[config.mk]
export PLATFORM = sky130hd
export DESIGN_NAME = dmem_access_arbiter
export DESIGN_NICKNAME = d
export VERILOG_FILES = /design/src/rtl/dmem_access_arbiter.sv
export SDC_FILE = /design/constraint.sdc
export NUM_CORES = 1
export LEC_CHECK = 0
export ABC_AREA = 1
export CORE_ASPECT_RATIO = 0.9
export CORE_MARGIN = 3
export CORE_UTILIZATION = 37
export DETAILED_ROUTE_END_ITERATION = 6
export PLACE_DENSITY = 0.76
export SKIP_LAST_GASP = 1
export SLEW_MARGIN = 30
export SYNTH_ARGS = -nofsm -noshare
export SYNTH_HDL_FRONTEND = slang
export SYNTH_SLANG_ARGS = --single-unit
[constraint.sdc]
create_clock -name i_CLK -period 1.6 [get_ports i_CLK]
set_clock_uncertainty 0.2 [all_clocks]
set_input_delay 0.4 -clock i_CLK [delete_from_list [all_inputs] [get_ports i_CLK]]
set_output_delay 0.4 -clock i_CLK [all_outputs]
set_load 0.05 [all_outputs]
[src/rtl/dmem_access_arbiter.sv]
// Data-memory access sequencer: shares one RAM port between the MEM stage and a loader/debug port.
// Optional access timeout is enabled by defining DMEM_TIMEOUT_EN.
module dmem_access_arbiter #(
  parameter int DATA_WIDTH    = 32,
  parameter int ADDRESS_WIDTH = 32
`ifdef DMEM_TIMEOUT_EN
  ,
  parameter int TIMEOUT       = 15
`endif
) (
  input  logic                     i_CLK,
  input  logic                     i_RST,
  input  logic                     i_MemReadM,
  input  logic                     i_MemWriteM,
  input  logic [ADDRESS_WIDTH-1:0] i_ALUOutM,
  input  logic [DATA_WIDTH-1:0]    i_WriteDataM,
  input  logic [2:0]               i_MemDataSelM,
  output logic [DATA_WIDTH-1:0]    o_ReadDataM,
  output logic                     o_StallM,
  input  logic                     i_LdReq,
  input  logic                     i_LdWe,
  input  logic [ADDRESS_WIDTH-1:0] i_LdAddr,
  input  logic [DATA_WIDTH-1:0]    i_LdWData,
  output logic                     o_LdGnt,
  output logic                     o_LdDone,
  output logic [DATA_WIDTH-1:0]    o_LdRData,
  output logic                     o_MemEn,
  output logic                     o_MemWe,
  output logic [ADDRESS_WIDTH-1:0] o_MemAddr,
  output logic [DATA_WIDTH-1:0]    o_MemWData,
  output logic [2:0]               o_MemSel,
  input  logic                     i_MemAck,
  input  logic [DATA_WIDTH-1:0]    i_MemRData,
  output logic                     o_MemErr
);

  typedef enum logic [2:0] {
    IDLE   = 3'd0,
    P_ACC  = 3'd1,
    P_DONE = 3'd2,
    L_ACC  = 3'd3,
    L_DONE = 3'd4
  } state_t;

  state_t state;
  logic   r_LastLd;
  logic   pipe_req;
  logic   in_acc;
  logic   timeout_hit;

  assign pipe_req = i_MemReadM | i_MemWriteM;
  assign in_acc   = (state == P_ACC) || (state == L_ACC);

  // Stall and RAM request are forced low while reset is held, even mid-access.
  assign o_StallM = ~i_RST & ((pipe_req & (state != P_DONE)) |
                              (state == L_ACC) | (state == L_DONE));
  assign o_MemEn  = ~i_RST & in_acc;
  assign o_LdGnt  = ~i_RST & (state == L_ACC);

`ifdef DMEM_TIMEOUT_EN
  localparam int CNT_W = (TIMEOUT < 2) ? 1 : $clog2(TIMEOUT);
  logic [CNT_W-1:0] r_TimeCnt;

  assign timeout_hit = in_acc & ~i_MemAck & (r_TimeCnt == CNT_W'(TIMEOUT - 1));

  // Counter is zero on ACC entry because every access is entered from IDLE.
  always_ff @(posedge i_CLK) begin
    if (i_RST || !in_acc) begin
      r_TimeCnt <= '0;
    end else if (!i_MemAck) begin
      r_TimeCnt <= r_TimeCnt + 1'b1;
    end
  end
`else
  assign timeout_hit = 1'b0;
`endif

  always_ff @(posedge i_CLK) begin
    if (i_RST) begin
      state       <= IDLE;
      r_LastLd    <= 1'b0;
      o_MemWe     <= 1'b0;
      o_MemAddr   <= '0;
      o_MemWData  <= '0;
      o_MemSel    <= 3'b000;
      o_ReadDataM <= '0;
      o_LdRData   <= '0;
      o_LdDone    <= 1'b0;
      o_MemErr    <= 1'b0;
    end else begin
      o_LdDone <= 1'b0;
      o_MemErr <= 1'b0;
      case (state)
        IDLE: begin
          // Loader wins a tie only if the pipeline had the last grant.
          if (i_LdReq && (!pipe_req || !r_LastLd)) begin
            state      <= L_ACC;
            o_MemWe    <= i_LdWe;
            o_MemAddr  <= i_LdAddr;
            o_MemWData <= i_LdWData;
            o_MemSel   <= 3'b000;
          end else if (pipe_req) begin
            state      <= P_ACC;
            o_MemWe    <= i_MemWriteM;
            o_MemAddr  <= i_ALUOutM;
            o_MemWData <= i_WriteDataM;
            o_MemSel   <= i_MemDataSelM;
          end
        end
        P_ACC: begin
          if (i_MemAck || timeout_hit) begin
            state       <= P_DONE;
            r_LastLd    <= 1'b0;
            o_ReadDataM <= i_MemAck ? i_MemRData : '0;
            o_MemErr    <= ~i_MemAck;
          end
        end
        L_ACC: begin
          if (i_MemAck || timeout_hit) begin
            state     <= L_DONE;
            r_LastLd  <= 1'b1;
            o_LdRData <= i_MemAck ? i_MemRData : '0;
            o_LdDone  <= 1'b1;
            o_MemErr  <= ~i_MemAck;
          end
        end
        P_DONE:  state <= IDLE;
        L_DONE:  state <= IDLE;
        default: state <= IDLE;
      endcase
    end
  end

endmodule
==> results of run 1 <==
## layer usage
| metal | share of wire, % | track usage (%) | up-vias |
|---|---|---|---|
| met5 | 0 | 0 | - |
| met4 | 2.6 | 10.26 | 0 |
| met3 | 8.4 | 7.460 | 55 |
| met2 | 50 | 43.71 | 338 |
| met1 | 39 | 30.00 | 3410 |
| li1 | - | - | 3505 |
## through the flow
step / worst slack (ns) / TNS, ns / hold WS [ns] / util [%] / total power (µW)
global placement: -0.6561 / -54.46 / 0.2676 / 69.10 / 10130
floorplan: -0.08311 / -0.1437 / 0.2775 / - / 7167
global route: -0.5267 / -14.42 / 0.1204 / 80.94 / 16270
detailed placement: -0.6573 / -57.08 / 0.2719 / 69.10 / 10230
CTS: -0.4674 / -8.333 / 0.09211 / 76.28 / 14980
finish: -0.4609 / -8.073 / 0.1083 / 80.94 / 15690
## layout make-up
type	instances	share of cell area (%)
Tap cell	202	1.981
Timing Repair Buffer	381	43.44
Inverter	171	5.217
Antenna cell	1	0.01961
Multi-Input combinational cell	530	22.76
Clock inverter	15	1.363
Clock buffer	17	3.334
Sequential cell	138	21.88
## what timing repair did
| item | 4_1_cts | 5_1_grt |
|---|---|---|
| pin swaps | 5 | 23 |
| buffers inserted | 13 | 15 |
| cloned | 9 | 11 |
| setup endpoints to repair | 74 | 151 |
| gates resized for setup | 57 | 165 |
## worst reg2reg max path, delay by kind of cell, from the launching register on
family | cells | cell delay [ns]
and+or+nand+nor | 4 | 0.52
buffers and inverters | 5 | 0.56
DFF | 1 | 0.36
AOI/OAI and AO/OA | 1 | 0.12
## report_power, final
group | internal (µW) | switching (µW) | total [µW]
combinational | 3550 | 3680 | 7220
sequential | 3920 | 498 | 4420
clock | 2450 | 1590 | 4050
## synth_stat cells
| cell | count |
|---|---|
| o211ai_1 | 1 |
| nor2_2 | 2 |
| inv_2 | 4 |
| a21oi_1 | 100 |
| nand4_1 | 2 |
| conb_1 | 1 |
| nand2_1 | 142 |
| nor3_1 | 1 |
| buf_2 | 29 |
| nor2_1 | 73 |
| dfxtp_1 | 138 |
| nand3_1 | 137 |
| a31o_2 | 1 |
| buf_4 | 2 |
| inv_1 | 167 |
| o21ai_1 | 2 |
| buf_6 | 4 |
| buf_1 | 12 |
| o21ai_0 | 65 |
| nand2_2 | 1 |
| clkbuf_1 | 16 |
## state kept, by name, summed over array words and instances (netlist names)
signal       cells
o_MemSel         3
o_MemErr         1
o_MemWData      32
r_LastLd         1
o_MemAddr       32
o_LdDone         1
o_LdRData       32
o_ReadDataM     32
state            3
o_MemWe          1
## cells by family after synthesis
family / share of synthesized area [%]
flip-flops: 45.29
buffers and inverters: 15.61
AND/OR/NAND/NOR: 25.07
AO/OA/AOI/OAI: 13.97
other: 0.06148
## layout by cell type (no fill, tap or decap), types with 2 or more instances in the layout
cell	Yosys	final
inv_6	0	5
inv_2	4	6
clkinvlp_4	0	3
dfxtp_2	0	17
nand2_1	142	134
o21ai_2	0	4
nand3_2	0	7
dlygate4sd2_1	0	2
clkbuf_16	0	25
nand2_2	1	6
clkinv_2	0	5
a21oi_4	0	11
o21ai_0	65	31
buf_6	4	18
nor2_4	0	3
clkinv_4	0	2
nand4_1	2	2
inv_1	167	160
buf_2	29	2
buf_12	0	153
dfxtp_4	0	2
buf_4	2	23
nand3_1	137	129
a21oi_2	0	53
nand2_8	0	2
bufinv_16	0	3
buf_8	0	4
dfxtp_1	138	119
nor2_2	2	12
clkdlybuf4s50_1	0	165
buf_16	0	6
nor2_1	73	60
nand2_4	0	3
o21ai_1	2	32
a21oi_1	100	36
## worst min-delay path by stage
stage	depth (start not counted)	slack, ns	start	endpoint
after floorplan	1	0.28	r_LastLd	r_LastLd
after global placement	2	0.27	o_LdRData[4]	o_LdRData[4]
after detailed placement	2	0.27	o_LdRData[23]	o_LdRData[23]
after CTS	2	0.09	i_RST	state[2]
after global routing	2	0.12	i_RST	state[2]
final	2	0.11	i_RST	state[2]
==> impl_metrics.tcl, run 1 <==
set metrics [dict create \
    fp.dieW_um 141.3 \
    vias_per_cell 5.023 \
    netlist_top_cells_area "dfxtp_1 (45%), nand3_1 (11%), inv_1 (10%)" \
    crit_path_cell_trace "inv_4 -> nand2_2 -> o211ai_1 -> nand2_4 -> clkinvlp_4 -> buf_12" \
    cts_hold_buf 0 \
    worst_setup_path_start_kind "flop" \
    grt_max_degree 68 \
    antenna_found_initial 1 \
    reg2reg_depth 10 \
    drt_first_pass_iters 7 \
    p_leak_uw 0.005585 \
    cts_buffers 17 \
    hp-class "primary input to flop" \
    route.detailed.drc 2 \
    stdcell_count 1455 \
    grt.overflow.total 0 \
    reg2reg_from "state[0]" \
    dp_hpwl_mm 16.20 \
    antenna_left 0 \
    portBuffers 306 \
    finalSetupViolations 74 \
    routabilityCongestion 0.8718 \
    multiInputGateArea_um2 2904 \
    critPathMaxFanout 3 \
    nNetsFinal 1409 \
    synth-seq-cells 138 \
    routedWlPerCell_um 18.01 \
    grt_pass1_vias 6894 \
    worstPathArrival_ns 1.46 \
    clockBufferDepth 2 \
    fin_crit_sh_pct 128.8 \
    fmax_ghz 0.4852 \
    seq_area_um2 2791 \
    r2r_slack_ns -0.20 \
    io_pins 307 \
    crit_buf_inv 3 \
    start_util_pct 38.69 \
    crit_type "flop to primary output" \
    fin_ws_ns -0.4609 \
    vias 7308 \
    yosys_warnings 0 \
    placedCellCount 1379 \
    status "finished with violations" \
    rsz0062_at_grt "yes" \
    crit_family "flip-flops" \
    cts_tree "built" \
    hold_violations 0 \
    avgSynthCellArea_um2 6.777 \
    synth_top_cell_area_share_pct 45.29 \
    crit_path_top_delay_cell "dfxtp_4" \
    cp-startpoint "state[0]" \
    final-max-slew-violation-count 0 \
    power.density_nw_per_um2 1230 \
    grt_usage_pct 25.51 \
    cts-root-buf "clkbuf_16" \
    seq_area_frac_synth_pct 45.29 \
    drtIter0Drc 477 \
    critical_path_required_ns 1.00 \
    regToRegEndpoint "o_MemAddr[12]" \
    yosysUniqueCellTypes 21 \
    crit_cells 6 \
    clock_latency_ns 0.42 \
    syn_nets 1070 \
    drive_gt1_share_pct 30.35 \
    die-height_um 127.8 \
    syn_inst 900 \
    fill_cells 971 \
    synth_top_area_cell "dfxtp_1" \
    postLayoutCellArea_um2 12760 \
    min_period_ns 2.061 \
    area_growth_pct 109.2 \
    grt_first_pass_wirelength_mm 36.38 \
    routed_wl_mm 26.21 \
    violations "design-rule violations, negative setup slack" \
    max_cap_violations 0 \
    clk_pin_slew_ns 0.06 \
    rows 43 \
    cp-endpoint "o_StallM" \
    ir_drop_uv 953.2 \
    core_area_um2 15760 \
    die-area_um2 18060 \
    ctsHtreeMaxLevel 4 \
    max_stage_delay_ns 0.36 \
    synth_area_um2 6100 \
    cp-end-kind "primary output" \
    cts_sinks 138 \
    place_area_um2 10890 \
]
Power figures use the tool's default switching activity.
==> run 2, diff against run 1 <==
CORE_AREA = 3 3 120 122   (was not set)
CORE_ASPECT_RATIO = not set   (was 0.9)
CORE_MARGIN = not set   (was 3)
CORE_UTILIZATION = not set   (was 37)
DIE_AREA = 0 0 123 125   (was not set)
DONT_BUFFER_PORTS = 1   (was not set)
PLACE_DENSITY = 0.6   (was 0.76)
==> run 2 against run 1 <==
Effect of this change: the flow finishes with violations (negative hold slack, negative setup slack); first-iteration DRC count decreased by 44%; clock-buffer cell count increased by 1; cell count decreased by 17%; sequential power increased by 10%; global-route usage decreased by 2.8 points; total power decreased by 16%; non-clock buffer count decreased by 225; highest routed layer unchanged.
==> impl_metrics.tcl, run 2 (same netlist as run 1, synthesis figures left out) <==
set metrics [dict create \
    fmax_ghz 0.4882 \
    violations "negative hold slack, negative setup slack" \
    power.density_nw_per_um2 1499 \
    antenna_left 0 \
    antenna_found_initial 0 \
    min_period_ns 2.048 \
    final-max-slew-violation-count 0 \
    hold_violations 70 \
    clock_latency_ns 0.41 \
    place_area_um2 6892 \
    routed_wl_mm 21.73 \
    postLayoutCellArea_um2 8788 \
    route.detailed.drc 0 \
    cts_tree "built" \
    die-height_um 125 \
    start_util_pct 45.88 \
    power_uw 13180 \
    clockBufferDepth 2 \
    rsz0062_at_grt "yes" \
    portBuffers 0 \
    nNetsFinal 1183 \
    hp-class "primary input to flop" \
    max_cap_violations 0 \
    grt_first_pass_wirelength_mm 27.81 \
    rows 42 \
    io_pins 307 \
    stdcell_count 1202 \
    critPathMaxFanout 4 \
    dp_hpwl_mm 12.34 \
    cts_buffers 17 \
    p_leak_uw 0.004096 \
    drive_gt1_share_pct 30.41 \
    crit_path_top_delay_cell "dfxtp_2" \
    die-area_um2 15380 \
    area_growth_pct 44.08 \
    placedCellCount 1106 \
    drt_first_pass_iters 5 \
    fp.dieW_um 123 \
    pre_cts_ws_ns -0.1298 \
    fin_ws_ns -0.4485 \
    vias 6261 \
    routedWlPerCell_um 18.08 \
    grt.overflow.total 0 \
    crit_type "flop to primary output" \
    cp-end-kind "primary output" \
    vias_per_cell 5.209 \
    worst_setup_path_start_kind "flop" \
    final_common_cell "inv_1" \
    core_area_um2 13300 \
    clk_pin_slew_ns 0.06 \
    status "finished with violations" \
    max_stage_delay_ns 0.33 \
    layout_common_cells "inv_1 (164), nand2_1 (138), nand3_1 (134)" \
    cts-root-buf "clkbuf_16" \
    finalSetupViolations 88 \
    grt_max_degree 74 \
    grt_usage_pct 22.74 \
    fin_crit_sh_pct 128.0 \
    num_antenna_cells 0 \
    drtIter0Drc 267 \
    grt_pass1_vias 5805 \
    ctsHtreeMaxLevel 4 \
    critical_path_required_ns 1.00 \
    crit_path_cell_trace "inv_2 -> nand2_2 -> o211ai_1 -> nand2_4 -> clkinvlp_4 -> buf_12" \
    cts_sinks 138 \
    worstPathArrival_ns 1.45 \
    holdWs_ns -0.1444 \
    ir_drop_uv 1217 \
    routabilityCongestion 0.8717 \
]
==> run 2: cell types whose count changed in the layout (fill, tap and decap cells not counted), moves of 6 or more <==
cell	change
a21oi_2	+8
a21oi_4	-8
buf_12	-139
buf_16	-6
buf_4	+59
clkdlybuf4s50_1	-165
dfxtp_1	-51
dfxtp_2	+53
dlygate4sd3_1	+33
nor2_1	+11
nor2_2	-11
o21ai_0	+16
o21ai_1	-14
==> run 2: metal layers <==
layer	track usage, %	up-vias	wire length, µm
met5	0	-	0
met3	9.530	39	2308
met2	40.82	292	11300
met4	9.577	0	488
met1	22.79	2881	7635
li1	-	3049	-
==> run 2: critical path, delay by kind of cell (launching register included) <==
kind                   cells  cell delay, ns
flip-flops                 1            0.33
buffers and inverters      3            0.30
AO/OA/AOI/OAI              1            0.27
AND/OR/NAND/NOR            2            0.14
==> run 2: repair_timing <==
action / CTS / global route
buffers inserted: 1 / 8
cloned: 0 / 23
hold buffers: 32 / 1
hold endpoints to repair: 130 / 71
pin swaps: 3 / 12
resized for setup: 74 / 112
endpoints found under the setup margin: 70 / 93
==> run 2: layout make-up <==
type | instances | area (µm²)
fill | 1112 | 4507
sequential | 138 | 2850
multi-input combinational | 529 | 2749
timing repair buffer | 156 | 1703
inverter | 171 | 653.1
clock buffer | 18 | 429.2
tap | 176 | 220.2
clock inverter | 14 | 183.9
==> run 2: path summary, 6_finish.rpt <==
check	start	endpoint	slack, ns	depth (start not counted)
max	state[1]	o_StallM	-0.45	6
max reg2reg	state[0]	o_LdRData[1]	-0.13	7
min	i_RST	state[0]	-0.14	1
min reg2reg	o_MemWData[8]	o_MemWData[8]	0.35	4
==> run 2: power by group <==
| group | switching [µW] | internal [µW] | leakage (µW) | total, µW |
|---|---|---|---|---|
| registers | 925 | 3950 | 0.00116 | 4880 |
| logic | 2600 | 1630 | 0.00264 | 4240 |
| clock network | 1580 | 2490 | 0.000293 | 4070 |
==> run 2: through the flow <==
| step | TNS [ns] | util [%] |
|---|---|---|
| 2_1_floorplan | -0.1437 | - |
| 3_3_place_gp | -3.033 | 51.84 |
| 3_5_place_dp | -4.608 | 51.84 |
| 4_1_cts | -1.323 | 59.67 |
| 5_1_grt | -14.00 | 66.10 |
| 6_report | -5.512 | 66.10 |
==> variant 1 (settings of run 2) <==
Register the output `o_MemErr` once more, without a reset; this adds one clock of latency there. The other outputs are not delayed to match.
--- a/src/rtl/dmem_access_arbiter.sv
+++ b/src/rtl/dmem_access_arbiter.sv
@@ -42,4 +42,6 @@
     L_DONE = 3'd4
   } state_t;
+
+  logic o_MemErr_s0;
 
   state_t state;
@@ -87,8 +89,8 @@
       o_LdRData   <= '0;
       o_LdDone    <= 1'b0;
-      o_MemErr    <= 1'b0;
+      o_MemErr_s0 <= 1'b0;
     end else begin
       o_LdDone <= 1'b0;
-      o_MemErr <= 1'b0;
+      o_MemErr_s0 <= 1'b0;
       case (state)
         IDLE: begin
@@ -113,5 +115,5 @@
             r_LastLd    <= 1'b0;
             o_ReadDataM <= i_MemAck ? i_MemRData : '0;
-            o_MemErr    <= ~i_MemAck;
+            o_MemErr_s0 <= ~i_MemAck;
           end
         end
@@ -122,5 +124,5 @@
             o_LdRData <= i_MemAck ? i_MemRData : '0;
             o_LdDone  <= 1'b1;
-            o_MemErr  <= ~i_MemAck;
+            o_MemErr_s0 <= ~i_MemAck;
           end
         end
@@ -132,3 +134,7 @@
   end
 
+  always_ff @(posedge i_CLK) begin
+    o_MemErr <= o_MemErr_s0;
+  end
+
 endmodule
Function: no difference found for any inputs over 4 cycles, from zero or initial values and one cycle with i_RST high; that may be too few to reach the edited logic, so the function may still have changed.
==> variant 1 against run 2 <==
  * The flow still finishes with violations (hold timing, setup timing)
  * Area after synthesis grew 0.33%
  * Largest cell class unchanged
  * Worst hold slack improved by 0.13 ns
  * Die area unchanged
  * Setup slack got worse by 0.0051 ns
  * Final area is 1.7% lower
  * Sequential cell count up 1
  * Total power decreased by 3.9%
  * Largest power group unchanged
  * Count of clock-buffer cells in the layout stayed put
  * Critical path type unchanged
  * Routed wire length is 4.8% lower
  * Sequential power barely moved
==> variant 1: results (changes against run 2) <==
Timing
  – PnR worst setup slack: -0.4536 ns (was -0.4485 ns)
  – Hold slack: -0.01752 ns (was -0.1444 ns)
  – Final Hold Fails: 16 (was 70)
  – Setup violators final: 74 (was 88)

Placement
  – Placed Area: 6917 µm² (was 6892 µm²)
  – Weighted congestion at the end of routability-driven global placement: 0.9411 (was 0.8717)
  – DP Wirelength: 12300 µm (was 12340 µm)
  – Post-place setup slack: -0.1264 ns (was -0.1298 ns)

Finish
  – Ant. Diodes: 0 (unchanged)
  – Share of cells above drive strength 1: 26.54% (was 30.41%)
  – Final layout net count: 1182 (was 1183)
  – FILL cells: 1124 (was 1112)

Global route
  – First-pass GRT wire length: 29030 µm (was 27810 µm)
  – Vias in the first global route: 5865 (was 5805)
  – Pin count of the biggest net entering global routing: 74 (unchanged)
  – Total track usage: 23.88% (was 22.74%)
  – Met3 Use GR: 9.530% (unchanged)
  – Met1 Resource Use GR: 24.11% (was 22.79%)
  – Global routing usage on met2: 43.33% (was 40.82%)

Critical path
  – FF-to-FF Start: state[1]$_SDFFE_PP0P_ (was state[0]$_SDFFE_PP0P_)
  – Crit-path max FO: 2 (was 4)
  – End of the worst register-to-register path: o_MemWData[26]$_SDFFE_PP0P_ (was o_LdRData[1]$_SDFFE_PP0P_)
  – CP delay by family, top: flip-flops (unchanged)
  – Worst path max stage delay: 0.36 ns (was 0.33 ns)
  – Worst Setup SP: state[0]$_SDFFE_PP0P_ (was state[1]$_SDFFE_PP0P_)
  – Crit path arrival time: 1.45 ns (about the same)
  – FF-to-FF path depth: 11 (was 7)
  – R2R Setup Slk: -0.18 ns (was -0.13 ns)
  – CP max-delay cell: dfxtp_4 (was dfxtp_2)

Route
  – First DRT Iteration DRCs: 344 (was 267)
  – DRT Pass-1 Iters: 5 (unchanged)
  – Via count: 6295 (was 6261)
  – Vias/cell: 5.241 (was 5.209)
  – Routed len/inst: 17.22 µm (was 18.08 µm)

Yosys
  – YS warnings: 0 (unchanged)
  – Syn Inst Count: 901 (was 900)
  – Register area share after synthesis: 45.47% (was 45.29%)
  – Largest cells by area after synthesis: dfxtp_1 45%, nand3_1 11%, inv_1 10% (unchanged)
  – Synth top cells by count: 167 x inv_1, 142 x nand2_1, 139 x dfxtp_1 (was 167 x inv_1, 142 x nand2_1, 138 x dfxtp_1)

Run status
  – Status: finished, violations left (unchanged)
  – Failing checks: hold timing, setup timing (unchanged)

Clock network
  – CTS clk-pin slew, worst paths: 0.06 ns (about the same)
  – CTS buffer count: 17 (unchanged)
  – Root buffer cell: clkbuf_16 (unchanged)
  – # H-tree levels: 4 (unchanged)
  – Clock buffer depth: 2 (unchanged)

Power
  – Static Leakage: 4.090 nW (was 4.096 nW)
  – Maximum VDD drop: 0.0009238 V (was 0.001217 V)
  – Sw Pwr: 4.975 mW (was 5.107 mW)

Hold path
  – Hold/Removal Path Class: in -> reg (unchanged)
[variant 1: cell count changes in the layout (fill, tap and decap cells not counted), moves of 4 or more]
cell           delta
a21oi_1          +60
a21oi_2          -57
buf_4             -5
clkbuf_16         -7
dfxtp_2           -4
dlygate4sd3_1     +8
nand2_1           -4
nand2_2           +5
nand3_1          -29
nand3_2          +23
nand3_4           +6
o21ai_0          +14
o21ai_1          -13
[variant 1: layer usage]
metal,part of all wire (%),vias up
met3,11,44
li1,-,3043
met2,52,311
met5,0,-
met4,2.4,0
met1,35,2897
[variant 1: worst min-delay path by stage]
stage,to,cells after the start,slack (ns),start
finish,o_MemWData[9]$_SDFFE_PP0P_,4,-0.02,i_WriteDataM[9]
global route,o_MemWData[12]$_SDFFE_PP0P_,4,0.0007,i_WriteDataM[12]
CTS,state[0]$_SDFFE_PP0P_,1,-0.16,i_RST
detailed placement,o_MemErr$_DFF_P_,0,0.12,o_MemErr_s0$_SDFF_PP0_
global placement,o_MemErr$_DFF_P_,0,0.11,o_MemErr_s0$_SDFF_PP0_
floorplan,o_MemErr$_DFF_P_,0,0.11,o_MemErr_s0$_SDFF_PP0_
[variant 1: timing repair]
| action | CTS | global route |
|---|---|---|
| setup endpoints to repair | 76 | 75 |
| gates resized for setup | 80 | 66 |
| pin swaps | 4 | 37 |
| hold endpoints to repair | 130 | 42 |
| gates cloned | 3 | 7 |
| buffers inserted | 7 | 8 |
| hold buffers | 31 | 12 |
[variant 1: cell families after synthesis]
logic type | Yosys count | synth area share [%]
AOI/OAI and AO/OA | 169 | 13.92
buffers and inverters | 234 | 15.56
DFF | 139 | 45.47
other | 1 | 0.06128
and+or+nand+nor | 358 | 24.98
[variant 1: final cells by class]
cell class	instances	area share [%]
clock buffer	18	5.085
clock inverter	14	1.521
inverter	171	7.650
multi-input combinational	528	30.86
sequential	139	33.27
tap	176	2.550
timing repair buffer	155	19.07
[variant 1: power groups by stage]
stage / clock network (mW) / registers [mW] / logic, mW
after CTS: 3.86 / 4.87 / 3.52
after global routing: 4.03 / 4.92 / 4.31
after detailed placement: 0 / 4.89 / 3.16
after floorplan: 0 / 5.78 / 1.42
final: 3.78 / 4.88 / 4.00
after global placement: 0 / 4.87 / 3.09
[variant 1: worst min-delay path, stage by stage]
cell and delay (ns):
nand2_1 0.03, nand3_1 0.05, nand2_1 0.04, inv_1 0.04
[variant 1: per-stage QoR]
step	setup TNS, ns	hold slack (ns)	util (%)
floorplan	-0.1437	0.1096	-
global placement	-1.249	0.1117	52.02
detailed placement	-3.852	0.1164	52.02
CTS	-5.611	-0.1576	60.78
global route	-14.53	0.0006803	64.95
finish	-7.322	-0.01752	64.95
==> variant 2 (flow settings as in run 2) <==
Made on the original files. The parameter `DATA_WIDTH` goes from 32 to 16.
--- a/src/rtl/dmem_access_arbiter.sv
+++ b/src/rtl/dmem_access_arbiter.sv
@@ -2,5 +2,5 @@
 // Optional access timeout is enabled by defining DMEM_TIMEOUT_EN.
 module dmem_access_arbiter #(
-  parameter int DATA_WIDTH    = 32,
+  parameter int DATA_WIDTH    = 16,
   parameter int ADDRESS_WIDTH = 32
 `ifdef DMEM_TIMEOUT_EN
Interface: changed (6 resized); port bits go from 307 to 211. The function was not compared with the original's and may differ.
==> variant 2 against run 2 <==
  * The flow finishes with violations (setup timing)
  * Total power is 40% lower
  * Register-to-register slack improved by 0.04 ns
  * Non-clock buffer count down 48
  * Sequential share of layout area increased by 0.80 points
  * Critical path depth shrank 1
  * Routed wire length down 43%
  * Combinational power down 33%
  * Final area fell by 37%
  * Area after synthesis is 32% lower
  * Sequential cell count decreased by 48
  * First-iteration DRC count fell by 28%
  * Count of clock-buffer cells in the layout is 8 lower
  * Setup slack improved by 0.12 ns
==> variant 2: results (changes against run 2) <==
Critical path
  – R2R Setup Slk: -0.09 ns (was -0.13 ns)
  – Crit path arrival time: 1.33 ns (was 1.45 ns)
  – Crit-path max FO: 5 (was 4)

Run status
  – Failing checks: setup timing (was hold timing, setup timing)
  – Status: finished, violations left (unchanged)

Clock network
  – Clk Latency, worst-skew pair: 0.34 ns (was 0.41 ns)
  – Postcts setup bufs: 3 (was 1)

Finish
  – Storage cell area: 1829 µm² (was 2850 µm²)
  – Buffers excl. clock: 108 (was 156)
  – Clock-cell share: 5.659% (was 6.976%)
  – Inverters excl. clock: 123 (was 171)
  – Multi-input gates: 368 (was 529)
  – Share of cells above drive strength 1: 22.27% (was 30.41%)

Placement
  – Post-place setup slack: -0.07938 ns (was -0.1298 ns)
  – Cells after DPL: 854 (was 1106)

Timing
  – TNS Setup: -3.664 ns (was -5.512 ns)
  – Hold slack: 0.01352 ns (was -0.1444 ns)
  – PnR worst setup slack: -0.3285 ns (was -0.4485 ns)
  – Setup violators final: 55 (was 88)

Yosys
  – Syn nets: 743 (was 1070)
  – Avg Cell Area, Syn: 6.653 µm² (was 6.777 µm²)
  – Unique masters post-synth: 23 (was 21)
  – FF+latch count, synth: 90 (was 138)

Power
  – Maximum VDD drop: 0.0008212 V (was 0.001217 V)
  – Sw Pwr: 3.119 mW (was 5.107 mW)

Global route
  – Pin count of the biggest net entering global routing: 53 (was 74)

Hold path
  – Hold Path Stages: 2 (was 1)
==> variant 2: per-layer routing <==
layer | wire length (µm) | global-route usage (%) | part of all wire (%) | up-vias
li1 | - | - | - | 2095
met1 | 5228 | 19.17 | 42 | 1702
met2 | 5838 | 26.05 | 47 | 139
met3 | 1184 | 5.962 | 9.5 | 13
met4 | 225 | 4.821 | 1.8 | 0
met5 | 0 | 0 | 0 | -
==> variant 2: power groups by stage <==
stage	registers, mW	logic, mW	clock network [mW]
after floorplan	3.84	1.01	0
after global placement	2.93	2.67	0
after detailed placement	2.94	2.68	0
after CTS	2.90	2.73	2.26
after global routing	2.93	3.09	2.37
final	2.90	2.83	2.18
==> variant 2: critical path, delay by kind of cell, from the launching register on <==
kind / cells / cell delay (ns)
buffers and inverters: 2 / 0.33
flip-flops: 1 / 0.36
AO/OA/AOI/OAI: 1 / 0.10
AND/OR/NAND/NOR: 2 / 0.20
